$ cat src/rtl/fetch_unit_pkg.sv
// rtl/fetch_unit_pkg.sv - shared cpu definitions for the instruction fetch stage
//
// Purpose: jump opcode, bubble word default, fetch FSM state encoding and the
//          prioritised fetch-event type used by fetch_unit.
// Ports:   none (package).
package fetch_unit_pkg;

  localparam logic [5:0]  OP_J             = 6'b000010;
  localparam logic [31:0] NOP_WORD_DEFAULT = 32'd0;

  typedef enum logic [1:0] {
    ST_IDLE     = 2'd0,
    ST_RUN      = 2'd1,
    ST_REDIRECT = 2'd2
  } fetch_state_e;

  // Highest-priority event seen by a fetching (RUN/REDIRECT) cycle.
  typedef enum logic [2:0] {
    EV_DISABLE = 3'd0,
    EV_BRANCH  = 3'd1,
    EV_STALL   = 3'd2,
    EV_JUMP    = 3'd3,
    EV_SEQ     = 3'd4
  } fetch_event_e;

  // An X opcode yields X here, which the event decode treats as "not a jump",
  // so undefined words flow through as ordinary instructions.
  function automatic logic is_jump(input logic [31:0] instr);
    return instr[31:26] == OP_J;
  endfunction

endpackage

$ cat src/rtl/fetch_unit_if.sv
// rtl/fetch_unit_if.sv - fetch stage control, instruction memory and IF/ID bundle
//
// Purpose: groups every non-clock/reset signal of fetch_unit.
// Ports (master = fetch_unit side):
//   in : if_enable, if_stall, if_flush, if_branch_taken, if_branch_target[31:0],
//        imem_instruction[31:0]
//   out: imem_pc[31:0], if_instruction[31:0], if_pc_plus4[31:0], if_valid,
//        if_state[1:0]
interface fetch_unit_if;
  import fetch_unit_pkg::*;

  logic         if_enable;
  logic         if_stall;
  logic         if_flush;
  logic         if_branch_taken;
  logic [31:0]  if_branch_target;
  logic [31:0]  imem_pc;
  logic [31:0]  imem_instruction;
  logic [31:0]  if_instruction;
  logic [31:0]  if_pc_plus4;
  logic         if_valid;
  fetch_state_e if_state;

  modport master (
    input  if_enable, if_stall, if_flush, if_branch_taken, if_branch_target,
    input  imem_instruction,
    output imem_pc, if_instruction, if_pc_plus4, if_valid, if_state
  );

  modport slave (
    output if_enable, if_stall, if_flush, if_branch_taken, if_branch_target,
    output imem_instruction,
    input  imem_pc, if_instruction, if_pc_plus4, if_valid, if_state
  );

endinterface

$ cat src/rtl/fetch_unit_if_id_reg.sv
// rtl/fetch_unit_if_id_reg.sv - IF/ID pipeline register with load, bubble and hold
//
// Purpose: holds the fetched instruction word, its address + 4 and a valid bit.
// Ports:
//   clk, rst          : clock, synchronous active-high reset
//   i_hold            : keep current contents (highest priority after reset)
//   i_bubble          : load NOP_WORD with valid cleared
//   i_load            : load i_instruction / i_pc_plus4 with valid set
//   i_instruction     : fetched word
//   i_pc_plus4        : fetch address + 4
//   o_instruction, o_pc_plus4, o_valid : registered IF/ID contents
module if_id_reg
  import fetch_unit_pkg::*;
#(
  parameter logic [31:0] NOP_WORD = NOP_WORD_DEFAULT
) (
  input  logic        clk,
  input  logic        rst,
  input  logic        i_hold,
  input  logic        i_bubble,
  input  logic        i_load,
  input  logic [31:0] i_instruction,
  input  logic [31:0] i_pc_plus4,
  output logic [31:0] o_instruction,
  output logic [31:0] o_pc_plus4,
  output logic        o_valid
);

  logic [31:0] r_instruction;
  logic [31:0] r_pc_plus4;
  logic        r_valid;

  always_ff @(posedge clk) begin
    if (rst) begin
      r_instruction <= NOP_WORD;
      r_pc_plus4    <= 32'd0;
      r_valid       <= 1'b0;
    end else if (i_hold) begin
      r_instruction <= r_instruction;
      r_pc_plus4    <= r_pc_plus4;
      r_valid       <= r_valid;
    end else if (i_bubble) begin
      r_instruction <= NOP_WORD;
      r_pc_plus4    <= 32'd0;
      r_valid       <= 1'b0;
    end else if (i_load) begin
      r_instruction <= i_instruction;
      r_pc_plus4    <= i_pc_plus4;
      r_valid       <= 1'b1;
    end
  end

  assign o_instruction = r_instruction;
  assign o_pc_plus4    = r_pc_plus4;
  assign o_valid       = r_valid;

endmodule

$ cat src/rtl/fetch_unit.sv
// rtl/fetch_unit.sv - instruction fetch stage with in-fetch jump resolution
//
// Purpose: PC register driving instruction memory directly, three-state fetch
//          FSM (IDLE/RUN/REDIRECT), jump decode and target adder, IF/ID register.
// Parameters:
//   RESET_PC : first instruction byte address
//   NOP_WORD : instruction word loaded into IF/ID for a bubble
// Ports:
//   clk  : clock, all state on rising edge
//   rst  : synchronous active-high reset
//   bus  : fetch_unit_if.master (controls in, imem_pc/imem_instruction, IF/ID out)
module fetch_unit
  import fetch_unit_pkg::*;
#(
  parameter logic [31:0] RESET_PC = 32'd4,
  parameter logic [31:0] NOP_WORD = NOP_WORD_DEFAULT
) (
  input  logic          clk,
  input  logic          rst,
  fetch_unit_if.master  bus
);

  logic [31:0]  r_pc;
  fetch_state_e r_state;
  fetch_state_e w_state_next;
  fetch_event_e w_event;

  logic [31:0]  w_pc_next;
  logic         w_ifid_hold;
  logic         w_ifid_bubble;
  logic         w_ifid_load;

  logic [31:0]  w_pc_plus4;
  logic [31:0]  w_jump_offset;
  logic [31:0]  w_jump_target;
  logic [31:0]  w_branch_target;

  // Address arithmetic wraps modulo 2^32 by construction of the 32-bit adders.
  assign w_pc_plus4      = r_pc + 32'd4;
  assign w_jump_offset   = {{4{bus.imem_instruction[25]}}, bus.imem_instruction[25:0], 2'b00};
  assign w_jump_target   = w_pc_plus4 + w_jump_offset;
  assign w_branch_target = bus.if_branch_target & ~32'd3;

  // Priority: disable, taken branch, stall, jump, sequential.
  always_comb begin
    w_event = EV_SEQ;
    if (!bus.if_enable) begin
      w_event = EV_DISABLE;
    end else if (bus.if_branch_taken) begin
      w_event = EV_BRANCH;
    end else if (bus.if_stall) begin
      w_event = EV_STALL;
    end else if (is_jump(bus.imem_instruction)) begin
      w_event = EV_JUMP;
    end
  end

  // FSM state register.
  always_ff @(posedge clk) begin
    if (rst) begin
      r_state <= ST_IDLE;
    end else begin
      r_state <= w_state_next;
    end
  end

  // FSM next state. REDIRECT fetches exactly like RUN; it only marks the
  // bubble cycle after a redirect and falls back to RUN unless redirected again.
  always_comb begin
    w_state_next = r_state;
    case (r_state)
      ST_IDLE: begin
        w_state_next = bus.if_enable ? ST_RUN : ST_IDLE;
      end
      ST_RUN, ST_REDIRECT: begin
        case (w_event)
          EV_DISABLE:        w_state_next = ST_IDLE;
          EV_BRANCH, EV_JUMP: w_state_next = ST_REDIRECT;
          EV_STALL, EV_SEQ:  w_state_next = ST_RUN;
          default:           w_state_next = ST_IDLE;
        endcase
      end
      default: begin
        w_state_next = ST_IDLE;
      end
    endcase
  end

  // FSM outputs: next PC and IF/ID control.
  always_comb begin
    w_pc_next     = r_pc;
    w_ifid_hold   = 1'b0;
    w_ifid_bubble = 1'b0;
    w_ifid_load   = 1'b0;
    case (r_state)
      ST_RUN, ST_REDIRECT: begin
        case (w_event)
          EV_DISABLE: begin
            w_ifid_bubble = 1'b1;
          end
          EV_BRANCH: begin
            w_pc_next     = w_branch_target;
            w_ifid_bubble = 1'b1;
          end
          EV_STALL: begin
            w_ifid_hold = 1'b1;
          end
          EV_JUMP: begin
            // The jump word itself is consumed here and never reaches decode.
            w_pc_next     = w_jump_target;
            w_ifid_bubble = 1'b1;
          end
          EV_SEQ: begin
            w_pc_next = w_pc_plus4;
            // A flush squashes only the IF/ID load; the PC still advances.
            if (bus.if_flush) begin
              w_ifid_bubble = 1'b1;
            end else begin
              w_ifid_load = 1'b1;
            end
          end
          default: begin
            w_ifid_bubble = 1'b1;
          end
        endcase
      end
      default: begin
        w_ifid_bubble = 1'b1;
      end
    endcase
  end

  // PC register; the low two bits are forced to zero on every write.
  always_ff @(posedge clk) begin
    if (rst) begin
      r_pc <= RESET_PC & ~32'd3;
    end else begin
      r_pc <= w_pc_next & ~32'd3;
    end
  end

  if_id_reg #(
    .NOP_WORD (NOP_WORD)
  ) u_if_id_reg (
    .clk           (clk),
    .rst           (rst),
    .i_hold        (w_ifid_hold),
    .i_bubble      (w_ifid_bubble),
    .i_load        (w_ifid_load),
    .i_instruction (bus.imem_instruction),
    .i_pc_plus4    (w_pc_plus4),
    .o_instruction (bus.if_instruction),
    .o_pc_plus4    (bus.if_pc_plus4),
    .o_valid       (bus.if_valid)
  );

  assign bus.imem_pc  = r_pc;
  assign bus.if_state = r_state;

endmodule

$ cat src/flat_wrapper.sv
// flat-port wrapper written by rule: the top's interface ports become plain ports
module fetch_unit_flat import fetch_unit_pkg::*;
#(
  parameter logic [31:0] RESET_PC = 32'd4,
  parameter logic [31:0] NOP_WORD = NOP_WORD_DEFAULT
)
  (clk, rst, bus_if_enable, bus_if_stall, bus_if_flush, bus_if_branch_taken, bus_if_branch_target, bus_imem_instruction, bus_imem_pc, bus_if_instruction, bus_if_pc_plus4, bus_if_valid, bus_if_state);
  fetch_unit_if bus_i ();
  input  logic clk;
  input  logic rst;
  input wire logic [$bits(bus_i.if_enable)-1:0] bus_if_enable;
  input wire logic [$bits(bus_i.if_stall)-1:0] bus_if_stall;
  input wire logic [$bits(bus_i.if_flush)-1:0] bus_if_flush;
  input wire logic [$bits(bus_i.if_branch_taken)-1:0] bus_if_branch_taken;
  input wire logic [$bits(bus_i.if_branch_target)-1:0] bus_if_branch_target;
  input wire logic [$bits(bus_i.imem_instruction)-1:0] bus_imem_instruction;
  output wire logic [$bits(bus_i.imem_pc)-1:0] bus_imem_pc;
  output wire logic [$bits(bus_i.if_instruction)-1:0] bus_if_instruction;
  output wire logic [$bits(bus_i.if_pc_plus4)-1:0] bus_if_pc_plus4;
  output wire logic [$bits(bus_i.if_valid)-1:0] bus_if_valid;
  output wire logic [$bits(bus_i.if_state)-1:0] bus_if_state;
  assign bus_i.if_enable = bus_if_enable;
  assign bus_i.if_stall = bus_if_stall;
  assign bus_i.if_flush = bus_if_flush;
  assign bus_i.if_branch_taken = bus_if_branch_taken;
  assign bus_i.if_branch_target = bus_if_branch_target;
  assign bus_i.imem_instruction = bus_imem_instruction;
  assign bus_imem_pc = bus_i.imem_pc;
  assign bus_if_instruction = bus_i.if_instruction;
  assign bus_if_pc_plus4 = bus_i.if_pc_plus4;
  assign bus_if_valid = bus_i.if_valid;
  assign bus_if_state = bus_i.if_state;
  fetch_unit #(.RESET_PC(RESET_PC), .NOP_WORD(NOP_WORD)) u_core (.clk(clk), .rst(rst), .bus(bus_i));
endmodule
$ cat config.mk
export PLATFORM = sky130hd
export DESIGN_NAME = fetch_unit_flat
export DESIGN_NICKNAME = d
export VERILOG_FILES = /design/src/rtl/fetch_unit_pkg.sv /design/src/rtl/fetch_unit_if.sv /design/src/rtl/fetch_unit_if_id_reg.sv /design/src/rtl/fetch_unit.sv /design/src/flat_wrapper.sv
export SDC_FILE = /design/constraint.sdc
export NUM_CORES = 1
export LEC_CHECK = 0
export BUFFER_PORTS_ARGS = -buffer_cell sky130_fd_sc_hd__buf_4
export CAP_MARGIN = 20
export CORE_MARGIN = 4
export CORE_UTILIZATION = 55
export DETAILED_ROUTE_END_ITERATION = 12
export GPL_TIMING_DRIVEN = 0
export PLACE_DENSITY_LB_ADDON = 0.25
export SLEW_MARGIN = 20
export SYNTH_ARGS = -nofsm -noshare
export SYNTH_HDL_FRONTEND = slang
export SYNTH_SLANG_ARGS = --single-unit
$ cat constraint.sdc
create_clock -name clk -period 10.05 [get_ports clk]
set_clock_uncertainty 0.1 [all_clocks]
set_input_delay 1.5075 -clock clk [delete_from_list [all_inputs] [get_ports clk]]
set_output_delay 1.5075 -clock clk [all_outputs]
set_load 0.02 [all_outputs]
==> results of run 1 <==
[per-layer routing]
| layer | global-route usage | vias to the layer above | wire, um |
|---|---|---|---|
| li1 | - | 3169 | - |
| met1 | 0.440 | 3075 | 8750 |
| met2 | 0.456 | 443 | 8650 |
| met3 | 0.0759 | 33 | 2760 |
| met4 | 0.0681 | 0 | 335 |
| met5 | 0 | - | 0 |
[worst register-to-register path, stage by stage (launching register included)]
cell,delay [ps]
dfxtp_1,520
ha_1,300
and4_1,340
nand3_2,160
nor3_4,310
nand3_1,130
xnor2_1,390
ha_1,330
nand4_1,170
nor3_1,320
nand4_1,170
o2bb2ai_2,230
o221ai_1,210
xnor2_1,190
or4_1,400
a31oi_1,160
[worst paths after layout]
path / cells after the start / from / to / slack, ps
worst max-delay path: 15 / u_core.bus.imem_pc[2]$_SDFFE_PP1P_ / u_core.bus.imem_pc[31]$_SDFFE_PP0P_ / 5560
worst min-delay path: 2 / u_core.u_if_id_reg.o_pc_plus4[5]$_SDFFE_PP0P_ / u_core.u_if_id_reg.o_pc_plus4[5]$_SDFFE_PP0P_ / 410
worst max register to register: 15 / u_core.bus.imem_pc[2]$_SDFFE_PP1P_ / u_core.bus.imem_pc[31]$_SDFFE_PP0P_ / 5560
worst min register to register: 2 / u_core.u_if_id_reg.o_pc_plus4[5]$_SDFFE_PP0P_ / u_core.u_if_id_reg.o_pc_plus4[5]$_SDFFE_PP0P_ / 410
[Yosys cell counts (11+ instances only)]
cell	n	area, um^2
nor2_1	127	477
dfxtp_1	95	1900
a22oi_1	63	473
nand2_1	61	229
a21oi_1	50	250
clkbuf_1	41	154
ha_1	36	450
xnor2_1	29	254
o21ai_0	21	105
xor2_1	16	140
inv_1	15	56.3
nand3_1	15	75.1
nor3_1	15	75.1
a21o_1	11	82.6
[registers in the layout, summed over array words and instances, names as in the netlist]
name	count
u_core.u_if_id_reg.o_instruction	32
u_core.bus.imem_pc	30
u_core.u_if_id_reg.o_pc_plus4	30
u_core.bus.if_state	2
u_core.u_if_id_reg.o_valid	1
[metrics by stage]
stage,util,cells,power (mW),hold slack [ps],area [um^2]
4_1_cts,0.714,1088,0.842,415,7780
6_report,0.714,1088,0.851,414,7780
3_3_place_gp,0.694,1072,0.565,373,7560
3_5_place_dp,0.694,1072,0.566,386,7560
2_1_floorplan,-,771,0.501,464,6170
5_1_grt,0.714,1088,0.879,445,7780
[where the power goes]
group          switching, mW  total [mW]  leakage (nW)  internal [mW]
combinational          0.105       0.174          2.44         0.0689
clock                  0.163       0.286         0.111          0.124
sequential           0.00839       0.390         0.767          0.382
total                  0.276       0.851          3.32          0.575
[kinds of logic (layout without fill, tap and decap cells)]
logic type / count (synthesis) / in the layout
buf+inv: 66 / 243
mux: 5 / 5
other cells: 1 / 4
fa+ha+maj: 37 / 37
compound gates: 232 / 232
xor+xnor: 46 / 46
simple gates: 286 / 286
flops: 95 / 95
[area by class of cell]
cell class / count / area (um^2) / share of cell area
Buffer: 51 / 223 / 0.0286
Sequential cell: 95 / 1900 / 0.245
Clock inverter: 7 / 95.1 / 0.0122
Timing Repair Buffer: 161 / 1210 / 0.155
Clock buffer: 9 / 124 / 0.0159
Tap cell: 140 / 175 / 0.0225
Inverter: 15 / 56.3 / 0.00724
Multi-Input combinational cell: 610 / 3990 / 0.514
==> impl_metrics.py, run 1 <==
metrics = {
    "status": {
        "status": "finished clean",
    },
    "yosys": {
        "synth_warnings": 0,
        "synthMuxAreaShare": 0.00812,
        "synth-xor-area-share": 0.0666,
        "synth_ff_type": "dfxtp_1",
        "synth-compound-area-share": 0.267,
        "synth_fa_ha_area_frac": 0.0763,
        "synth-seq-area-share": 0.309,
        "synth_top_family_by_area": "compound AO/OA/AOI/OAI gates",
        "synth_area_um2": 6160,
        "synth-simple-area-share": 0.227,
        "syn_inst": 768,
        "ys_async_sr_fraction": 0,
        "synthDistinctLibCells": 78,
        "synth_seq_cells": 95,
        "avgSynthCellArea_um2": 8.03,
        "synth-edff-count": 0,
    },
    "drt": {
        "drtAntennaViolNets": 0,
        "vias_per_cell": 6.18,
        "drt_iter0_drc": 848,
        "first_pass_iters": 6,
        "vias": 6720,
        "wire_per_inst_um": 18.8,
        "drt-total-wl_um": 20500,
        "remaining_drc_errors": 0,
    },
    "worst_setup_path": {
        "crit_path_max_incr_delay_ps": 520,
        "path_cells": "ha_1 > and4_1 > nand3_2 > nor3_4 > nand3_1 > xnor2_1 > ha_1 > nand4_1 > nor3_1 > nand4_1 > o2bb2ai_2 > o221ai_1 > xnor2_1 > or4_1 > a31oi_1",
        "cp_data_required_time_ps": 10260,
        "path_buf_inv": 0,
        "cp_slowest_cell": "dfxtp_1",
        "endpoint_kind": "register",
        "worstSetupStartpointType": "register",
        "cp_top_family": "simple AND/OR/NAND/NOR gates",
        "crit_fanout": 7,
        "crit_type": "register to register",
        "cp.arrival_ps": 4690,
    },
    "timing": {
        "slew_headroom": 0.311,
        "max_clock_freq_ghz": 0.223,
        "hold_violations": 0,
        "tightest_slew_ps": 1020,
        "period_needed_ps": 4490,
        "fin_ws_ps": 5560,
        "rsz0062_at_grt": "false",
        "report.final.setup_viol": 0,
        "totalNegativeSetupSlack_ps": 0,
        "drv_slew": 0,
        "period_share": 0.446,
    },
    "floorplanning": {
        "start_util": 0.566,
        "rows": 38,
        "pin_count": 169,
        "fp.dieArea_um2": 13000,
        "coreArea_um2": 10900,
        "die_y_um": 114,
        "die_x_um": 114,
    },
    "placed_design": {
        "pre_cts_slack_ps": 5750,
        "detailed_place_hpwl_um": 16000,
        "port_buffers": 161,
        "place_congestion": 0.976,
    },
    "cells_and_area": {
        "area_delta_synth_final_pct": 26.2,
        "antenna_cells": 0,
        "final_common_cell": "buf_4",
        "drive_gt1_frac": 0.220,
        "fin_nets": 1050,
        "final.fill_count": 898,
        "final_cell_mix": "buf_4 (166), nor2_1 (127), dfxtp_1 (95)",
    },
    "grt": {
        "grt_pass1_wl_um": 31200,
        "track_usage": 0.303,
        "antenna_found_initial": 0,
        "grt_overflow_total": 0,
        "grt_max_degree": 20,
        "first_global_vias": 5906,
    },
    "clocking": {
        "cts-root-buf": "clkbuf_8",
        "hold_buffers": 0,
        "cts_tree": "built",
        "ctsResizeCount": 0,
        "numCtsBuffers": 9,
        "clk_pin_slew_ps": 110,
        "cts_setup_buffers": 0,
        "clock-sinks": 95,
        "clk_latency_ps": 380,
        "clockBufferDepth": 2,
        "h-tree-depth": 3,
    },
    "power_and_ir_drop": {
        "power_density_nw_per_um2": 109,
        "peakVddDrop_v": 0.0000974,
        "p_leak_nw": 3.32,
    },
    "job": {
        "cap_viol_max_count": 0,
    },
    "worst_hold_path": {
        "hold_class": "register to register",
    },
}
No activity file was read; power rests on OpenSTA's default activity.
==> run 2, diff against run 1 <==
CORE_UTILIZATION = 48   (was 55)
clock period = 3.9 ns   (was 10.05 ns; I/O delays follow)
==> run 2 against run 1 <==
Net effect:
- register-to-register slack worse by 5500 ps
- die area rose by 14%
- sequential power rose to 2.6 times the previous value
- non-clock buffer count is 11 higher
- sequential share of layout area decreased by 1.1 points
- via count up 0.21%
- combinational power grew to 2.8 times the previous value
- power rose to 2.9 times the previous value
- wire length rose by 8.8%
- global-route usage shrank 0.88 points
- fmax increased by 17%
==> impl_metrics.py, run 2 (synthesis results as in run 1) <==
metrics = {
    "timing": {
        "totalNegativeSetupSlack_ps": 0,
        "slew_headroom": 0.332,
        "rsz0062_at_grt": "true",
        "hold_ws_ps": 386,
        "tightest_slew_ps": 998,
        "report.final.setup_viol": 0,
        "period_needed_ps": 3820,
        "drv_slew": 0,
        "hold_violations": 0,
        "max_clock_freq_ghz": 0.261,
        "period_share": 0.981,
    },
    "worst_setup_path": {
        "endpoint_kind": "register",
        "cp_data_required_time_ps": 4100,
        "path_cells": "ha_4 > and4_4 > nand3_4 > or2_4 > nor4_4 > xor2_2 > ha_4 > nand4_1 > nor3_2 > nand4_1 > o2bb2ai_2 > buf_4 > nor3b_1 > xor2_1 > or4_1 > o21ai_1",
        "r2r_start": "u_core.bus.imem_pc[2]$_SDFFE_PP1P_",
        "worstSetupStartpointType": "register",
        "crit_fanout": 5,
        "crit_path_start": "u_core.bus.imem_pc[2]$_SDFFE_PP1P_",
        "cp.arrival_ps": 4020,
        "crit_path_max_incr_delay_ps": 410,
        "cp_slowest_cell": "or4_1",
        "cp_top_family": "simple AND/OR/NAND/NOR gates",
        "path_buf_inv": 1,
        "crit_type": "register to register",
    },
    "clocking": {
        "cts-root-buf": "clkbuf_16",
        "clockBufferDepth": 2,
        "clk_latency_ps": 360,
        "h-tree-depth": 3,
        "cts_tree": "built",
        "clk_pin_slew_ps": 70,
        "hold_buffers": 0,
        "numCtsBuffers": 9,
        "clock-sinks": 95,
    },
    "power_and_ir_drop": {
        "p_switching_mw": 0.706,
        "p_sw_frac": 0.282,
        "power_density_nw_per_um2": 303,
        "sequentialPowerShare": 0.402,
        "pwr-share-clk": 0.407,
        "p_leak_nw": 3.50,
        "power.internal_mw": 1.80,
        "comb_power_share": 0.191,
        "peakVddDrop_v": 0.000233,
    },
    "drt": {
        "vias": 6734,
        "drt_iter0_drc": 798,
        "drtAntennaViolNets": 0,
        "first_pass_iters": 6,
        "vias_per_cell": 5.96,
        "wire_per_inst_um": 19.7,
        "drt-total-wl_um": 22300,
        "remaining_drc_errors": 0,
    },
    "grt": {
        "antenna_found_initial": 0,
        "grt_max_degree": 15,
        "first_global_vias": 6249,
        "grt_pass1_wl_um": 33800,
        "track_usage": 0.295,
        "grt_overflow_total": 0,
    },
    "floorplanning": {
        "die_x_um": 121,
        "rows": 41,
        "pin_count": 169,
        "start_util": 0.488,
        "die_y_um": 121,
        "coreArea_um2": 12600,
        "fp.dieArea_um2": 14700,
    },
    "status": {
        "status": "finished clean",
    },
    "job": {
        "cap_viol_max_count": 0,
    },
    "placed_design": {
        "port_buffers": 161,
        "place_area_um2": 7600,
        "place_congestion": 0.950,
        "detailed_place_hpwl_um": 16800,
    },
    "worst_hold_path": {
        "hold_class": "input port to register",
        "hold_start": "bus_imem_instruction[28]",
    },
    "cells_and_area": {
        "final_cell_mix": "buf_4 (177), nor2_1 (124), dfxtp_1 (81)",
        "fin_nets": 1061,
        "area_delta_synth_final_pct": 34.4,
        "postLayoutCellArea_um2": 8290,
        "drive_gt1_frac": 0.273,
        "largest_reg_flops": 32,
        "final_common_cell": "buf_4",
        "antenna_cells": 0,
    },
}
## run 2: cell count changes in the layout (fill, tap and decap cells not counted), moves of 5 or more
cell / delta
xnor2_1: -8
clkbuf_8: -9
dfxtp_2: +7
ha_1: -6
xor2_1: -5
dfxtp_1: -14
buf_4: +11
clkbuf_16: +9
xor2_2: +5
dfxtp_4: +7
xnor2_2: +6
ha_4: +5
## run 2: worst register-to-register path: stages (launching register included)
cell and delay [ps]:
dfxtp_4 390, ha_4 170, and4_4 290, nand3_4 100, or2_4 300, nor4_4 210
xor2_2 350, ha_4 200, nand4_1 160, nor3_2 220, nand4_1 150, o2bb2ai_2 260
buf_4 150, nor3b_1 60, xor2_1 170, or4_1 410, o21ai_1 80
## run 2: cell type report
class	instances	area [um^2]
repair buffers	173	1300
well taps	172	215
multi-input cells	610	4230
inverters	15	56.3
clock buffers	11	233
flip-flops and latches	95	1940
plain buffers	50	221
clock inverters	4	95.1
fillers	1126	4330
## run 2: worst paths after layout
kind	endpoint	slack (ps)	cells after the start
max reg2reg	u_core.bus.imem_pc[27]$_SDFFE_PP0P_	80	16
min	u_core.u_if_id_reg.o_instruction[28]$_SDFFE_PP0P_	390	3
min reg2reg	u_core.bus.imem_pc[11]$_SDFFE_PP0P_	390	2
max	u_core.bus.imem_pc[27]$_SDFFE_PP0P_	80	16
## run 2: stage by stage
stage	cells	total power, mW	util	setup WS [ps]
2_1_floorplan	771	1.29	-	151
3_3_place_gp	1104	1.46	0.602	-581
3_5_place_dp	1104	1.46	0.602	-586
4_1_cts	1122	2.47	0.638	-23.6
5_1_grt	1130	2.58	0.657	-138
6_report	1130	2.51	0.657	75.2
## run 2: repair_timing
action | 4_1_cts | 5_1_grt
resized for setup | 24 | 35
setup buffers | 3 | 8
pin swaps | 5 | 13
setup endpoints to repair | 8 | 8
gates cloned | 0 | 0
## run 2: power by group through the flow
| stage | sequential, mW | clock (mW) | combinational [mW] |
|---|---|---|---|
| after global routing | 1.01 | 1.06 | 0.515 |
| after global placement | 1.03 | 0 | 0.434 |
| after detailed placement | 1.03 | 0 | 0.436 |
| after CTS | 1.01 | 1.02 | 0.449 |
| final | 1.01 | 1.02 | 0.479 |
| after floorplan | 1.04 | 0 | 0.248 |
## run 2: metal layers
| layer | vias up | GRT usage | part of all wire |
|---|---|---|---|
| li1 | 3184 | - | - |
| met3 | 50 | 0.0751 | 0.098 |
| met4 | 0 | 0.0917 | 0.024 |
| met5 | - | 0 | 0 |
| met2 | 382 | 0.436 | 0.43 |
| met1 | 3118 | 0.420 | 0.45 |
==> run 3, diff against run 2 <==
CORE_UTILIZATION = 53   (was 48)
clock period = 4.39 ns   (was 3.9 ns; I/O delays follow)
==> run 3 against run 2 <==
Net effect:
- clock power decreased by 26%
- sequential power down 11%
- first-iteration DRC count fell by 23%
- power fell by 18%
- fmax decreased by 9.4%
- critical path depth is 1 lower
- hold slack improved by 12 ps
- critical endpoint is now u_core.bus.imem_pc[31]$_SDFFE_PP0P_
- highest routed layer unchanged
==> impl_metrics.py, run 3 (synthesis results as in run 1) <==
metrics = {
    "cells_and_area": {
        "final_cell_mix": "buf_4 (167), nor2_1 (127), dfxtp_1 (94)",
        "area_delta_synth_final_pct": 27.9,
        "final_util": 0.690,
        "antenna_cells": 0,
        "fin_nets": 1051,
        "drive_gt1_frac": 0.224,
        "largest_reg_flops": 32,
        "postLayoutCellArea_um2": 7880,
        "final_common_cell": "buf_4",
    },
    "floorplanning": {
        "pin_count": 169,
        "rows": 39,
        "die_x_um": 116,
        "die_y_um": 116,
        "fp.dieArea_um2": 13400,
        "coreArea_um2": 11400,
        "start_util": 0.540,
    },
    "worst_setup_path": {
        "crit_path_max_incr_delay_ps": 450,
        "cp.arrival_ps": 4410,
        "cp_top_family": "simple AND/OR/NAND/NOR gates",
        "path_cells": "ha_2 > and4_1 > nand3_2 > or2_4 > nor4_4 > xor2_1 > ha_1 > nand4_1 > nor3_4 > nand4_1 > o2bb2ai_2 > o221ai_1 > xnor2_1 > or4_1 > a31oi_1",
        "cp_slowest_cell": "dfxtp_1",
        "crit_fanout": 5,
        "crit_type": "register to register",
        "endpoint_kind": "register",
        "worstSetupStartpointType": "register",
        "cp_data_required_time_ps": 4570,
        "path_buf_inv": 0,
        "crit_top_cell": "nand4_1",
    },
    "drt": {
        "remaining_drc_errors": 0,
        "drtAntennaViolNets": 0,
        "drt_iter0_drc": 616,
        "vias_per_cell": 6.14,
        "wire_per_inst_um": 19.1,
        "first_pass_iters": 5,
        "drt-total-wl_um": 20900,
        "vias": 6703,
    },
    "clocking": {
        "cts-root-buf": "clkbuf_16",
        "cts_tree": "built",
        "clockBufferDepth": 2,
        "h-tree-depth": 3,
        "clk_pin_slew_ps": 70,
        "clk_latency_ps": 360,
        "clock-sinks": 95,
        "numCtsBuffers": 9,
    },
    "grt": {
        "antenna_found_initial": 0,
        "track_usage": 0.305,
        "first_global_vias": 6081,
        "grt_pass1_wl_um": 31900,
        "grt_max_degree": 15,
        "grt_overflow_total": 0,
    },
    "power_and_ir_drop": {
        "p_sw_frac": 0.292,
        "peakVddDrop_v": 0.000230,
        "p_switching_mw": 0.597,
        "p_leak_nw": 3.36,
        "power_density_nw_per_um2": 260,
        "power_mw": 2.05,
        "comb_power_share": 0.194,
        "sequentialPowerShare": 0.437,
        "power.internal_mw": 1.45,
        "pwr-share-clk": 0.368,
    },
    "timing": {
        "slew_headroom": 0.281,
        "period_needed_ps": 4220,
        "rsz0062_at_grt": "false",
        "hold_violations": 0,
        "report.final.setup_viol": 0,
        "tightest_slew_ps": 1070,
        "max_clock_freq_ghz": 0.237,
        "hold_ws_ps": 398,
        "drv_slew": 0,
        "period_share": 0.962,
        "fin_ws_ps": 168,
    },
    "placed_design": {
        "place_congestion": 0.942,
        "pre_cts_slack_ps": -45.0,
        "detailed_place_hpwl_um": 16300,
        "port_buffers": 161,
        "place_area_um2": 7560,
    },
    "worst_hold_path": {
        "hold_class": "register to register",
    },
    "status": {
        "status": "finished clean",
    },
    "job": {
        "cap_viol_max_count": 0,
    },
}
## run 3: tightest hold or removal path: cells and delay by family (launching register included)
kind,cells,cell delay (ps)
compound gates,1,60
simple gates,1,70
flops,1,330
## run 3: per-layer routing
metal,vias to the layer above,wire length [um],GRT usage,part of all wire
met5,-,0,0,0
met2,358,9020,0.457,0.43
met4,0,318,0.0835,0.015
met1,3153,9040,0.429,0.43
met3,30,2480,0.0914,0.12
li1,3162,-,-,-
## run 3: final timing paths
| kind | from | end | slack [ps] | depth (start not counted) |
|---|---|---|---|---|
| worst max register to register | u_core.bus.imem_pc[3]$_SDFFE_PP0P_ | u_core.bus.imem_pc[31]$_SDFFE_PP0P_ | 170 | 15 |
| worst min register to register | u_core.u_if_id_reg.o_instruction[20]$_SDFFE_PP0P_ | u_core.u_if_id_reg.o_instruction[20]$_SDFFE_PP0P_ | 400 | 2 |
| worst min-delay path | u_core.u_if_id_reg.o_instruction[20]$_SDFFE_PP0P_ | u_core.u_if_id_reg.o_instruction[20]$_SDFFE_PP0P_ | 400 | 2 |
| worst max-delay path | u_core.bus.imem_pc[3]$_SDFFE_PP0P_ | u_core.bus.imem_pc[31]$_SDFFE_PP0P_ | 170 | 15 |
## run 3: metrics by stage
step                      TNS (ps)  instances
after floorplan                  0        771
after global placement       -24.2       1075
after detailed placement     -45.0       1075
after CTS                        0       1091
after global routing             0       1092
final                            0       1092
## run 3: final cells by class
type | instances | area [um^2]
clock inverters | 2 | 13.8
flip-flops and latches | 95 | 1900
inverters | 15 | 56.3
well taps | 143 | 179
multi-input cells | 610 | 4030
clock buffers | 14 | 264
repair buffers | 162 | 1220
plain buffers | 51 | 223
fillers | 1027 | 3540
## run 3: power groups by stage
stage / registers [mW] / logic (mW) / clock network [mW]
6_report: 0.896 / 0.398 / 0.754
4_1_cts: 0.895 / 0.387 / 0.755
3_5_place_dp: 0.914 / 0.383 / 0
5_1_grt: 0.897 / 0.429 / 0.789
2_1_floorplan: 0.925 / 0.221 / 0
3_3_place_gp: 0.913 / 0.380 / 0
## run 3: repair_timing
action / 4_1_cts / 5_1_grt
setup buffers: 0 / 1
hold buffers: 0 / 0
pin swaps: 0 / 1
gates resized for setup: 2 / 5
endpoints found under the setup margin: 1 / 2
gates cloned: 0 / 0
